### src/rtl/uart_tx_fifo_pkg.sv
// Shared definitions for the UART transmit FIFO: handshake FSM state
// encodings, default FIFO depth and the busy-acknowledge timeout.
package uart_tx_fifo_pkg;

    // Default log2 of FIFO depth (16 entries).
    localparam int UART_FIFO_DEPTH_LOG2_DEFAULT = 4;

    // Cycles spent in WAIT_BUSY without seeing tx_busy before the latch is
    // treated as dropped by the transmitter.
    localparam int UART_TX_BUSY_TIMEOUT = 3;

    typedef enum logic [1:0] {
        UART_TX_ST_IDLE      = 2'd0,
        UART_TX_ST_WAIT_BUSY = 2'd1,
        UART_TX_ST_WAIT_DONE = 2'd2
    } uart_tx_state_e;

    // Counts cycles spent waiting for tx_busy to rise.
    typedef logic [1:0] busy_cnt_t;

endpackage

### src/rtl/uart_tx_fifo_if.sv
// Bus-side push/status signals and transmitter handshake of the UART
// transmit FIFO. The slave modport is the FIFO; master is its environment.
interface uart_tx_fifo_if
    import uart_tx_fifo_pkg::*;
#(
    parameter int DEPTH_LOG2 = UART_FIFO_DEPTH_LOG2_DEFAULT
);
    logic [7:0]          wr_data;
    logic                wr_en;
    logic                full;
    logic                empty;
    logic [DEPTH_LOG2:0] level;
    logic [7:0]          tx_data;
    logic                tx_latch;
    logic                tx_busy;
    logic                ovf;
    logic                ovf_clr;

    modport slave (
        input  wr_data, wr_en, tx_busy, ovf_clr,
        output full, empty, level, tx_data, tx_latch, ovf
    );

    modport master (
        output wr_data, wr_en, tx_busy, ovf_clr,
        input  full, empty, level, tx_data, tx_latch, ovf
    );
endinterface

### src/rtl/uart_fifo_mem.sv
// Byte-wide circular-buffer FIFO with registered full/empty/level.
// Push is ignored while full, pop while empty; dout always shows the
// entry at the read pointer. Shared by the UART TX and RX paths.
module uart_fifo_mem
    import uart_tx_fifo_pkg::*;
#(
    parameter int DEPTH_LOG2 = UART_FIFO_DEPTH_LOG2_DEFAULT
) (
    input  logic                clk,
    input  logic                nrst,
    input  logic                push,
    input  logic                pop,
    input  logic [7:0]          din,
    output logic [7:0]          dout,
    output logic                full,
    output logic                empty,
    output logic [DEPTH_LOG2:0] level
);
    localparam int DEPTH = 1 << DEPTH_LOG2;
    localparam logic [DEPTH_LOG2:0]   LEVEL_ONE  = (DEPTH_LOG2 + 1)'(1);
    localparam logic [DEPTH_LOG2:0]   LEVEL_FULL = (DEPTH_LOG2 + 1)'(DEPTH);
    localparam logic [DEPTH_LOG2-1:0] PTR_ONE    = (DEPTH_LOG2)'(1);

    logic [7:0]            mem [DEPTH];
    logic [DEPTH_LOG2-1:0] wr_ptr;
    logic [DEPTH_LOG2-1:0] rd_ptr;
    logic                  push_ok;
    logic                  pop_ok;
    logic [DEPTH_LOG2:0]   level_next;

    // Qualify requests against the registered flags and derive the next occupancy.
    always_comb begin
        // NOTE: every always_comb output gets a default first so no latch is inferred.
        push_ok    = push && !full;
        pop_ok     = pop && !empty;
        level_next = level;
        if (push_ok && !pop_ok) begin
            level_next = level + LEVEL_ONE;
        end else if (pop_ok && !push_ok) begin
            level_next = level - LEVEL_ONE;
        end
    end

    // Storage write port.
    always_ff @(posedge clk) begin
        // NOTE: the array has no reset; unwritten entries are never read, and an unreset array can map onto RAM.
        // NOTE: sequential state is updated with non-blocking assignments only.
        if (push_ok) begin
            mem[wr_ptr] <= din;
        end
    end

    // Pointers and status flags, all updated on the edge that moves them.
    always_ff @(posedge clk or negedge nrst) begin
        if (!nrst) begin
            wr_ptr <= '0;
            rd_ptr <= '0;
            level  <= '0;
            full   <= 1'b0;
            empty  <= 1'b1;
        end else begin
            if (push_ok) begin
                wr_ptr <= wr_ptr + PTR_ONE;
            end
            if (pop_ok) begin
                rd_ptr <= rd_ptr + PTR_ONE;
            end
            level <= level_next;
            full  <= (level_next == LEVEL_FULL);
            empty <= (level_next == '0);
        end
    end

    assign dout = mem[rd_ptr];

endmodule

### src/rtl/uart_tx_fifo.sv
// Transmit-side FIFO in front of the UART transmitter. Buffers bus byte
// writes and hands them to the transmitter one at a time through the
// tx_latch/tx_busy handshake.
// Optional feature: define UART_TX_FIFO_OVF_EN for a sticky overflow flag
// (ovf, cleared by ovf_clr); otherwise ovf is constant 0.
module uart_tx_fifo
    import uart_tx_fifo_pkg::*;
#(
    parameter int DEPTH_LOG2 = UART_FIFO_DEPTH_LOG2_DEFAULT
) (
    input  logic           clk,
    input  logic           nrst,
    uart_tx_fifo_if.slave  bus
);
    localparam busy_cnt_t BUSY_LAST = busy_cnt_t'(UART_TX_BUSY_TIMEOUT - 1);
    localparam busy_cnt_t BUSY_ONE  = busy_cnt_t'(1);

    uart_tx_state_e state;
    busy_cnt_t      busy_cnt;
    logic [7:0]     tx_data_q;
    logic           tx_latch_q;
    logic [7:0]     mem_dout;
    logic           pop;

    // A byte leaves the FIFO only when the FSM is idle and the transmitter is free.
    assign pop = (state == UART_TX_ST_IDLE) && !bus.empty && !bus.tx_busy;

    uart_fifo_mem #(
        .DEPTH_LOG2 (DEPTH_LOG2)
    ) u_mem (
        .clk   (clk),
        .nrst  (nrst),
        .push  (bus.wr_en),
        .pop   (pop),
        .din   (bus.wr_data),
        .dout  (mem_dout),
        .full  (bus.full),
        .empty (bus.empty),
        .level (bus.level)
    );

    // Handshake FSM: pop into tx_data with a one-cycle latch, then follow the busy window.
    always_ff @(posedge clk or negedge nrst) begin
        if (!nrst) begin
            state      <= UART_TX_ST_IDLE;
            busy_cnt   <= '0;
            tx_data_q  <= '0;
            tx_latch_q <= 1'b0;
        end else begin
            tx_latch_q <= 1'b0;
            unique case (state)
                UART_TX_ST_IDLE: begin
                    if (pop) begin
                        tx_data_q  <= mem_dout;
                        tx_latch_q <= 1'b1;
                        busy_cnt   <= '0;
                        state      <= UART_TX_ST_WAIT_BUSY;
                    end
                end
                UART_TX_ST_WAIT_BUSY: begin
                    if (bus.tx_busy) begin
                        state <= UART_TX_ST_WAIT_DONE;
                    end else if (busy_cnt == BUSY_LAST) begin
                        // Transmitter never acknowledged; treat the byte as sent.
                        state <= UART_TX_ST_IDLE;
                    end else begin
                        busy_cnt <= busy_cnt + BUSY_ONE;
                    end
                end
                UART_TX_ST_WAIT_DONE: begin
                    if (!bus.tx_busy) begin
                        state <= UART_TX_ST_IDLE;
                    end
                end
                default: begin
                    state <= UART_TX_ST_IDLE;
                end
            endcase
        end
    end

    assign bus.tx_data  = tx_data_q;
    assign bus.tx_latch = tx_latch_q;

`ifdef UART_TX_FIFO_OVF_EN
    logic ovf_q;

    // Sticky overflow: a push dropped against the registered full sets it; set beats clear.
    always_ff @(posedge clk or negedge nrst) begin
        if (!nrst) begin
            ovf_q <= 1'b0;
        end else if (bus.wr_en && bus.full) begin
            ovf_q <= 1'b1;
        end else if (bus.ovf_clr) begin
            ovf_q <= 1'b0;
        end
    end

    assign bus.ovf = ovf_q;
`else
    logic unused_ovf_clr;

    assign unused_ovf_clr = bus.ovf_clr;
    assign bus.ovf        = 1'b0;
`endif

endmodule

### src/flat_wrapper.sv
// flat-port wrapper written by rule: the top's interface ports become plain ports
module uart_tx_fifo_flat import uart_tx_fifo_pkg::*;
#(
    parameter int DEPTH_LOG2 = UART_FIFO_DEPTH_LOG2_DEFAULT
)
  (clk, nrst, bus_wr_data, bus_wr_en, bus_tx_busy, bus_ovf_clr, bus_full, bus_empty, bus_level, bus_tx_data, bus_tx_latch, bus_ovf);
  uart_tx_fifo_if #(.DEPTH_LOG2(DEPTH_LOG2)) bus_i ();
  input  logic clk;
  input  logic nrst;
  input wire logic [$bits(bus_i.wr_data)-1:0] bus_wr_data;
  input wire logic [$bits(bus_i.wr_en)-1:0] bus_wr_en;
  input wire logic [$bits(bus_i.tx_busy)-1:0] bus_tx_busy;
  input wire logic [$bits(bus_i.ovf_clr)-1:0] bus_ovf_clr;
  output wire logic [$bits(bus_i.full)-1:0] bus_full;
  output wire logic [$bits(bus_i.empty)-1:0] bus_empty;
  output wire logic [$bits(bus_i.level)-1:0] bus_level;
  output wire logic [$bits(bus_i.tx_data)-1:0] bus_tx_data;
  output wire logic [$bits(bus_i.tx_latch)-1:0] bus_tx_latch;
  output wire logic [$bits(bus_i.ovf)-1:0] bus_ovf;
  assign bus_i.wr_data = bus_wr_data;
  assign bus_i.wr_en = bus_wr_en;
  assign bus_i.tx_busy = bus_tx_busy;
  assign bus_i.ovf_clr = bus_ovf_clr;
  assign bus_full = bus_i.full;
  assign bus_empty = bus_i.empty;
  assign bus_level = bus_i.level;
  assign bus_tx_data = bus_i.tx_data;
  assign bus_tx_latch = bus_i.tx_latch;
  assign bus_ovf = bus_i.ovf;
  uart_tx_fifo #(.DEPTH_LOG2(DEPTH_LOG2)) u_core (.clk(clk), .nrst(nrst), .bus(bus_i));
endmodule
### config.mk
export PLATFORM = sky130hd
export DESIGN_NAME = uart_tx_fifo_flat
export DESIGN_NICKNAME = d
export VERILOG_FILES = /design/src/rtl/uart_tx_fifo_pkg.sv /design/src/rtl/uart_tx_fifo_if.sv /design/src/rtl/uart_fifo_mem.sv /design/src/rtl/uart_tx_fifo.sv /design/src/flat_wrapper.sv
export SDC_FILE = /design/constraint.sdc
export NUM_CORES = 1
export LEC_CHECK = 0
export CAP_MARGIN = 10
export CORE_UTILIZATION = 60
export CTS_BUF_LIST = sky130_fd_sc_hd__clkbuf_8
export CTS_CLUSTER_SIZE = 8
export DETAILED_ROUTE_END_ITERATION = 8
export GPL_TIMING_DRIVEN = 1
export PLACE_DENSITY = 0.79
export SLEW_MARGIN = 25
export SYNTH_ARGS = -nofsm -noshare
export SYNTH_HDL_FRONTEND = slang
export SYNTH_SLANG_ARGS = --single-unit
### constraint.sdc
create_clock -name clk -period 2.46 [get_ports clk]
set_clock_uncertainty 0.05 [all_clocks]
set_input_delay 0.369 -clock clk [delete_from_list [all_inputs] [get_ports clk]]
set_output_delay 0.369 -clock clk [all_outputs]
set_load 0.02 [all_outputs]
==> metrics.txt, run 1 <==
GRT Total Usage 0.2495; count of non-filler cells in the finished layout 558; Psw 2791 uW; Final Cycle Share 0.8781; CTS root buf clkbuf_8; Post-synth EDFFs 128; worst min path class in -> async; setup_tns 0 ns; Synth Flop Type edfxtp_1; number of buffers created by CTS 17; # resized after CTS 0; synth warn 0; CP Data Required Time 2.77 ns; P_int 5565 uW; NumNets Final 430; CORE AREA 10230 sq um; row count 37; Syn Nets 366; hold-fix buffers at CTS 0; Avg Cell Area, Syn 18.23 sq um; vias 3334; clock-pin slew on the worst setup and hold paths 0.09 ns; H-tree depth 4; GRT overflow 0; CP Launch Point u_core.state[0]; clock buffer depth 2; vias in the first global route 3388; pwr dens 1139 nW/um^2; DP HPWL 8135 um; global placement routability congestion 0.8438; CP Max Fanout 6; register area share after synthesis 0.7227; Reg power frac 0.432; drt pass-1 iters 4; Tmin final 2.160 ns; Pwr Total 8356 uW; initial antenna violation count 0; I/O pins 30; RSZ-0062 raised after global routing false; Post-Syn Area 6290 sq um; Reg2Reg Depth 6; RR Endpoint u_core.u_mem.full; Async S/R FF share, synth 0.1795; IO buf count 27; Clk network pwr share 0.236; Post-DRT Antenna Nets 0; DR DRC count 0; relative slew slack 0.5778; Synth-to-Final Area Change 16.65%; pin count of the biggest net entering global routing 32; Final Hold Vio Count 0; global-route wire length before repair 19130 um; Clock Latency Late Sink 0.45 ns; post-synthesis cell count 345; Routed WL 12410 um; Sw Ratio 0.3340; CTS tree yes; number of post-CTS setup repair buffers 0; Logic pwr share 0.333; Max Clock Freq 0.4630 GHz; Final setup viols 0; Max Cap Viol 0; die height 104.4 um; # clock sinks 156; post-synthesis register bit count 156; WL per Instance 22.24 um; outcome complete, no violations; critical path class reg -> reg; DR vias/cell 5.975; die area 10900 sq um; Placed Cells incl. Taps 526; r2r startpoint u_core.state[0]; crit path DAT 2.47 ns; crit path capture type flop; crit start category flop; r2r setup slk 0.30 ns; VDD IR max 0.6300 mV; fill count 606; Horiz. Die Dim 104.4 um; share of cells above drive strength 1 0.2512; Lkg Pwr 0.002588 uW; number of antenna diodes 0; Netlist cell types 45; Pins Over Slew Limit 0; initial cell density of the core 0.6148; 1st-iter DRT viols 262; Slew @ Worst Pin 0.6334 ns
## through the flow
stage	utilization	hold slack (ns)	setup WS [ns]	cell area (sq um)
2_1_floorplan	-	0.02341	0.4365	6290
3_3_place_gp	0.6768	0.4432	0.03834	6924
3_5_place_dp	0.6768	0.4383	0.03530	6924
4_1_cts	0.7171	0.2483	0.3021	7337
5_1_grt	0.7171	0.2477	0.1482	7337
6_report	0.7171	0.2533	0.3000	7337
## power groups by stage
stage / registers [uW] / clock network, uW / logic [uW]
2_1_floorplan: 3690 / 0 / 1750
3_3_place_gp: 3630 / 0 / 2710
3_5_place_dp: 3660 / 0 / 2780
4_1_cts: 3600 / 1990 / 2800
5_1_grt: 3660 / 2100 / 3020
6_report: 3610 / 1970 / 2780
## synthesized netlist by cell type (2+ instances only)
master / number / area (sq um)
a21oi_1: 9 / 45.04
and2_1: 17 / 106.4
buf_2: 6 / 30.03
buf_6: 2 / 22.52
clkbuf_1: 6 / 22.52
dfrtp_1: 27 / 675.7
edfxtp_1: 128 / 3844
ha_1: 8 / 100.1
inv_1: 7 / 26.28
mux2_2: 2 / 22.52
mux2i_1: 14 / 140.1
mux4_2: 31 / 698.2
nand2_1: 14 / 52.55
nand3_1: 5 / 25.02
nand4_1: 2 / 12.51
nor2_1: 9 / 33.78
nor2b_1: 2 / 12.51
nor3_1: 6 / 30.03
nor4_1: 2 / 12.51
o21ai_0: 6 / 30.03
o21ai_1: 9 / 45.04
xnor2_1: 9 / 78.83
xor2_1: 2 / 17.52
## cells in the final DEF (no fill, tap or decap), drive strengths merged, types with 9 or more instances in the layout
cell           count
o21ai             15
clkbuf            17
and2              17
mux2i             14
buf               34
xnor2              9
inv               15
nand2             14
dfrtp             27
edfxtp           128
mux4              31
a21oi              9
clkdlybuf4s50     27
nor2              10
## per-layer routing
metal,up-vias,wire [um],GRT usage,part of all wire
met5,-,0,0,0
met4,0,246,0.09796,0.020
met3,22,1047,0.07957,0.084
met2,148,6315,0.4011,0.51
met1,1693,4798,0.3183,0.39
li1,1471,-,-,-
## worst max-delay path by stage
stage / slack [ns] / depth (start not counted) / to
floorplan: 0.44 / 7 / u_core.bus.tx_data[0]
global placement: 0.04 / 7 / u_core.u_mem.full
detailed placement: 0.04 / 7 / u_core.u_mem.full
CTS: 0.30 / 6 / u_core.u_mem.full
global route: 0.15 / 6 / u_core.u_mem.full
finish: 0.30 / 6 / u_core.u_mem.full
## final cells by class
| class | count | area [sq um] | area share |
|---|---|---|---|
| clock inverters | 15 | 178.9 | 0.02439 |
| flip-flops and latches | 156 | 4546 | 0.6195 |
| well taps | 136 | 170.2 | 0.02319 |
| multi-input cells | 165 | 1627 | 0.2217 |
| repair buffers | 61 | 550.5 | 0.07503 |
| clock buffers | 17 | 234.0 | 0.03189 |
| inverters | 8 | 31.28 | 0.004263 |
## kinds of logic (layout without fill, tap and decap cells)
| logic type | Yosys count | count (layout) | share of synthesized area |
|---|---|---|---|
| compound gates | 32 | 32 | 0.03143 |
| xor+xnor | 11 | 11 | 0.01532 |
| other cells | 1 | 1 | 0.0005962 |
| fa+ha+maj | 8 | 8 | 0.01591 |
| mux | 47 | 47 | 0.1369 |
| flops | 156 | 156 | 0.7227 |
| buf+inv | 24 | 101 | 0.01870 |
| simple gates | 66 | 66 | 0.05848 |
## worst max-delay path: stages, from the launching register on
cell      delay [ns]
dfrtp_1         0.45
or4_1           0.68
clkinv_2        0.15
nor2_1          0.10
nor4_1          0.27
a21oi_1         0.12
nor4b_2         0.26
## registers in the layout (all words and copies together) (netlist names)
signal	flops
u_core.busy_cnt	2
u_core.state	2
u_core.u_mem.wr_ptr	4
u_core.u_mem.full	1
u_core.u_mem.level	5
u_core.u_mem.rd_ptr	4
u_core.u_mem.mem	128
u_core.bus.tx_latch	1
u_core.bus.tx_data	8
u_core.u_mem.empty	1
Note: power is estimated with default switching activity, not from simulation.
==> run 2: changes to the inputs <==
ABC_AREA = 0   (was unset)
==> results of run 2 <==
No change in the layout: final DEF, timing and power equal those of run 1.
==> run 3: changes to the inputs <==
CAP_MARGIN = unset   (was 10)
GPL_TIMING_DRIVEN = 0   (was 1)
==> run 3 against run 2 <==
Utilization is 2.0 points lower; register-to-register slack got worse by 0.13 ns; flip-flop and latch count unchanged; fmax is 5.8% lower; total power fell by 3.0%; worst setup slack worse by 0.13 ns; sequential power shrank 2%; critical path type unchanged; largest cell class unchanged; largest power group unchanged.
==> metrics.txt, run 3 (synthesis gave the netlist of run 1 again) <==
commonest non-fill, non-tap cell in the layout edfxtp_1; Max Cap Viol 0; Biggest register u_core.u_mem.mem; Worst path top cell family by delay buffers and inverters; number of buffers created by CTS 17; pin count of the biggest net entering global routing 29; biggest cell delay along the critical path 0.45 ns; pwr dens 1136 nW/um^2; drt pass-1 iters 4; Lkg Pwr 0.002455 uW; Tmin final 2.293 ns; vias in the first global route 3308; max FFs per register 128; initial cell density of the core 0.6148; DP HPWL 7744 um; clock-pin slew on the worst setup and hold paths 0.08 ns; CP dominant cell by count buf_2; Final Hold Vio Count 0; Slew @ Worst Pin 0.6886 ns; CP Data Required Time 2.72 ns; vias 3249; outcome complete, no violations; initial antenna violation count 0; Horiz. Die Dim 104.4 um; CORE AREA 10230 sq um; GR Util met2 0.3869; number of antenna diodes 0; CTS tree yes; critical path class reg -> reg; CTS root buf clkbuf_8; die area 10900 sq um; met3 usage 0.06266; count of non-filler cells in the finished layout 541; relative slew slack 0.5410; Placed Cells incl. Taps 508; GRT overflow 0; global-route wire length before repair 18550 um; CP Max Fanout 10; final setup margin 0.1668 ns; global placement routability congestion 0.7775; DR vias/cell 6.006; Crit-path slowest cell dfrtp_1; worst min path class in -> async; Worst Path Buf+Inv 2; WL per Instance 21.96 um; Pwr Total 8104 uW; most frequent cells in the layout 128 x edfxtp_1, 31 x mux4_2, 27 x dfrtp_1; crit path DAT 2.55 ns; crit start category flop; row count 37; global routing's busiest layer met2; met1 Use GR 0.3167; crit path capture type flop; I/O pins 30; share of cells above drive strength 1 0.2074; die height 104.4 um; clock buffer depth 2; VDD IR max 0.6843 mV; Clock Latency Late Sink 0.44 ns; RSZ-0062 raised after global routing false; Final setup viols 0; worst-path cell chain buf_2 > buf_2 > mux4_2 > mux2i_1 > nor2_1 > a31oi_1 > a21oi_1; DR DRC count 0; NumNets Final 413; worst slack, placed -0.2355 ns; Max Clock Freq 0.4361 GHz; Synth-to-Final Area Change 13.41%; GRT Total Usage 0.2423; 1st-iter DRT viols 326; IO buf count 27; Pins Over Slew Limit 0; Post-DRT Antenna Nets 0; # clock sinks 156; Final Cycle Share 0.9322; H-tree depth 4; Routed WL 11880 um
==> run 3: path summary, 6_finish.rpt <==
check | startpoint | to | slack [ns] | depth (start not counted)
worst min register to register | u_core.bus.tx_data[7] | u_core.bus.tx_data[7] | 0.47 | 2
worst max register to register | u_core.u_mem.rd_ptr[2] | u_core.bus.tx_data[1] | 0.17 | 7
worst min-delay path | nrst | u_core.u_mem.level[0] | 0.47 | 2
min in group clk | u_core.bus.tx_data[7] | u_core.bus.tx_data[7] | 0.47 | 2
worst max-delay path | u_core.u_mem.rd_ptr[2] | u_core.bus.tx_data[1] | 0.17 | 7
max in group asynchronous | nrst | u_core.u_mem.wr_ptr[0] | 1.44 | 2
==> run 3: worst reg2reg max path: cells and delay by family (launching register included) <==
family	cells	cell delay [ns]
flip-flops	1	0.45
AO/OA/AOI/OAI	2	0.43
multiplexers	2	0.50
AND/OR/NAND/NOR	1	0.06
buffers and inverters	2	0.69
==> run 3: repair_timing <==
item | 4_1_cts | 5_1_grt
resized for setup | 2 | 1
endpoints found under the hold margin | 27 | 0
hold buffers | 1 | 0
setup buffers | 0 | 0
endpoints found under the setup margin | 5 | 1
==> run 3: per-stage QoR <==
step                        util  instance area [sq um]  hold WS [ns]  TNS [ns]
after global routing      0.6972                   7133        0.4918         0
after CTS                 0.6970                   7131        0.4540         0
final                     0.6972                   7133        0.4652         0
after floorplan                -                   6290       0.02341         0
after detailed placement  0.6573                   6725        0.3986    -12.32
after global placement    0.6578                   6730        0.4469    -9.627
==> run 3: layout make-up <==
| class | instances | area (sq um) |
|---|---|---|
| flip-flops and latches | 156 | 4546 |
| fillers | 659 | 3098 |
| multi-input cells | 165 | 1627 |
| repair buffers | 28 | 275.3 |
| clock buffers | 18 | 247.7 |
| well taps | 136 | 170.2 |
| clock inverters | 14 | 145.1 |
| plain buffers | 16 | 91.34 |
| inverters | 8 | 31.28 |
==> run 3: power breakdown <==
group,total [uW],leakage [uW],switching [uW],internal (uW)
clock network,1860,0.000201,929,930
registers,3550,0.00150,256,3300
logic,2690,0.000756,1460,1230
total,8100,0.00246,2650,5460
==> run 3: per-layer routing <==
metal / part of all wire / vias to the layer above
li1: - / 1435
met1: 0.39 / 1673
met2: 0.52 / 117
met3: 0.076 / 24
met4: 0.022 / 0
met5: 0 / -
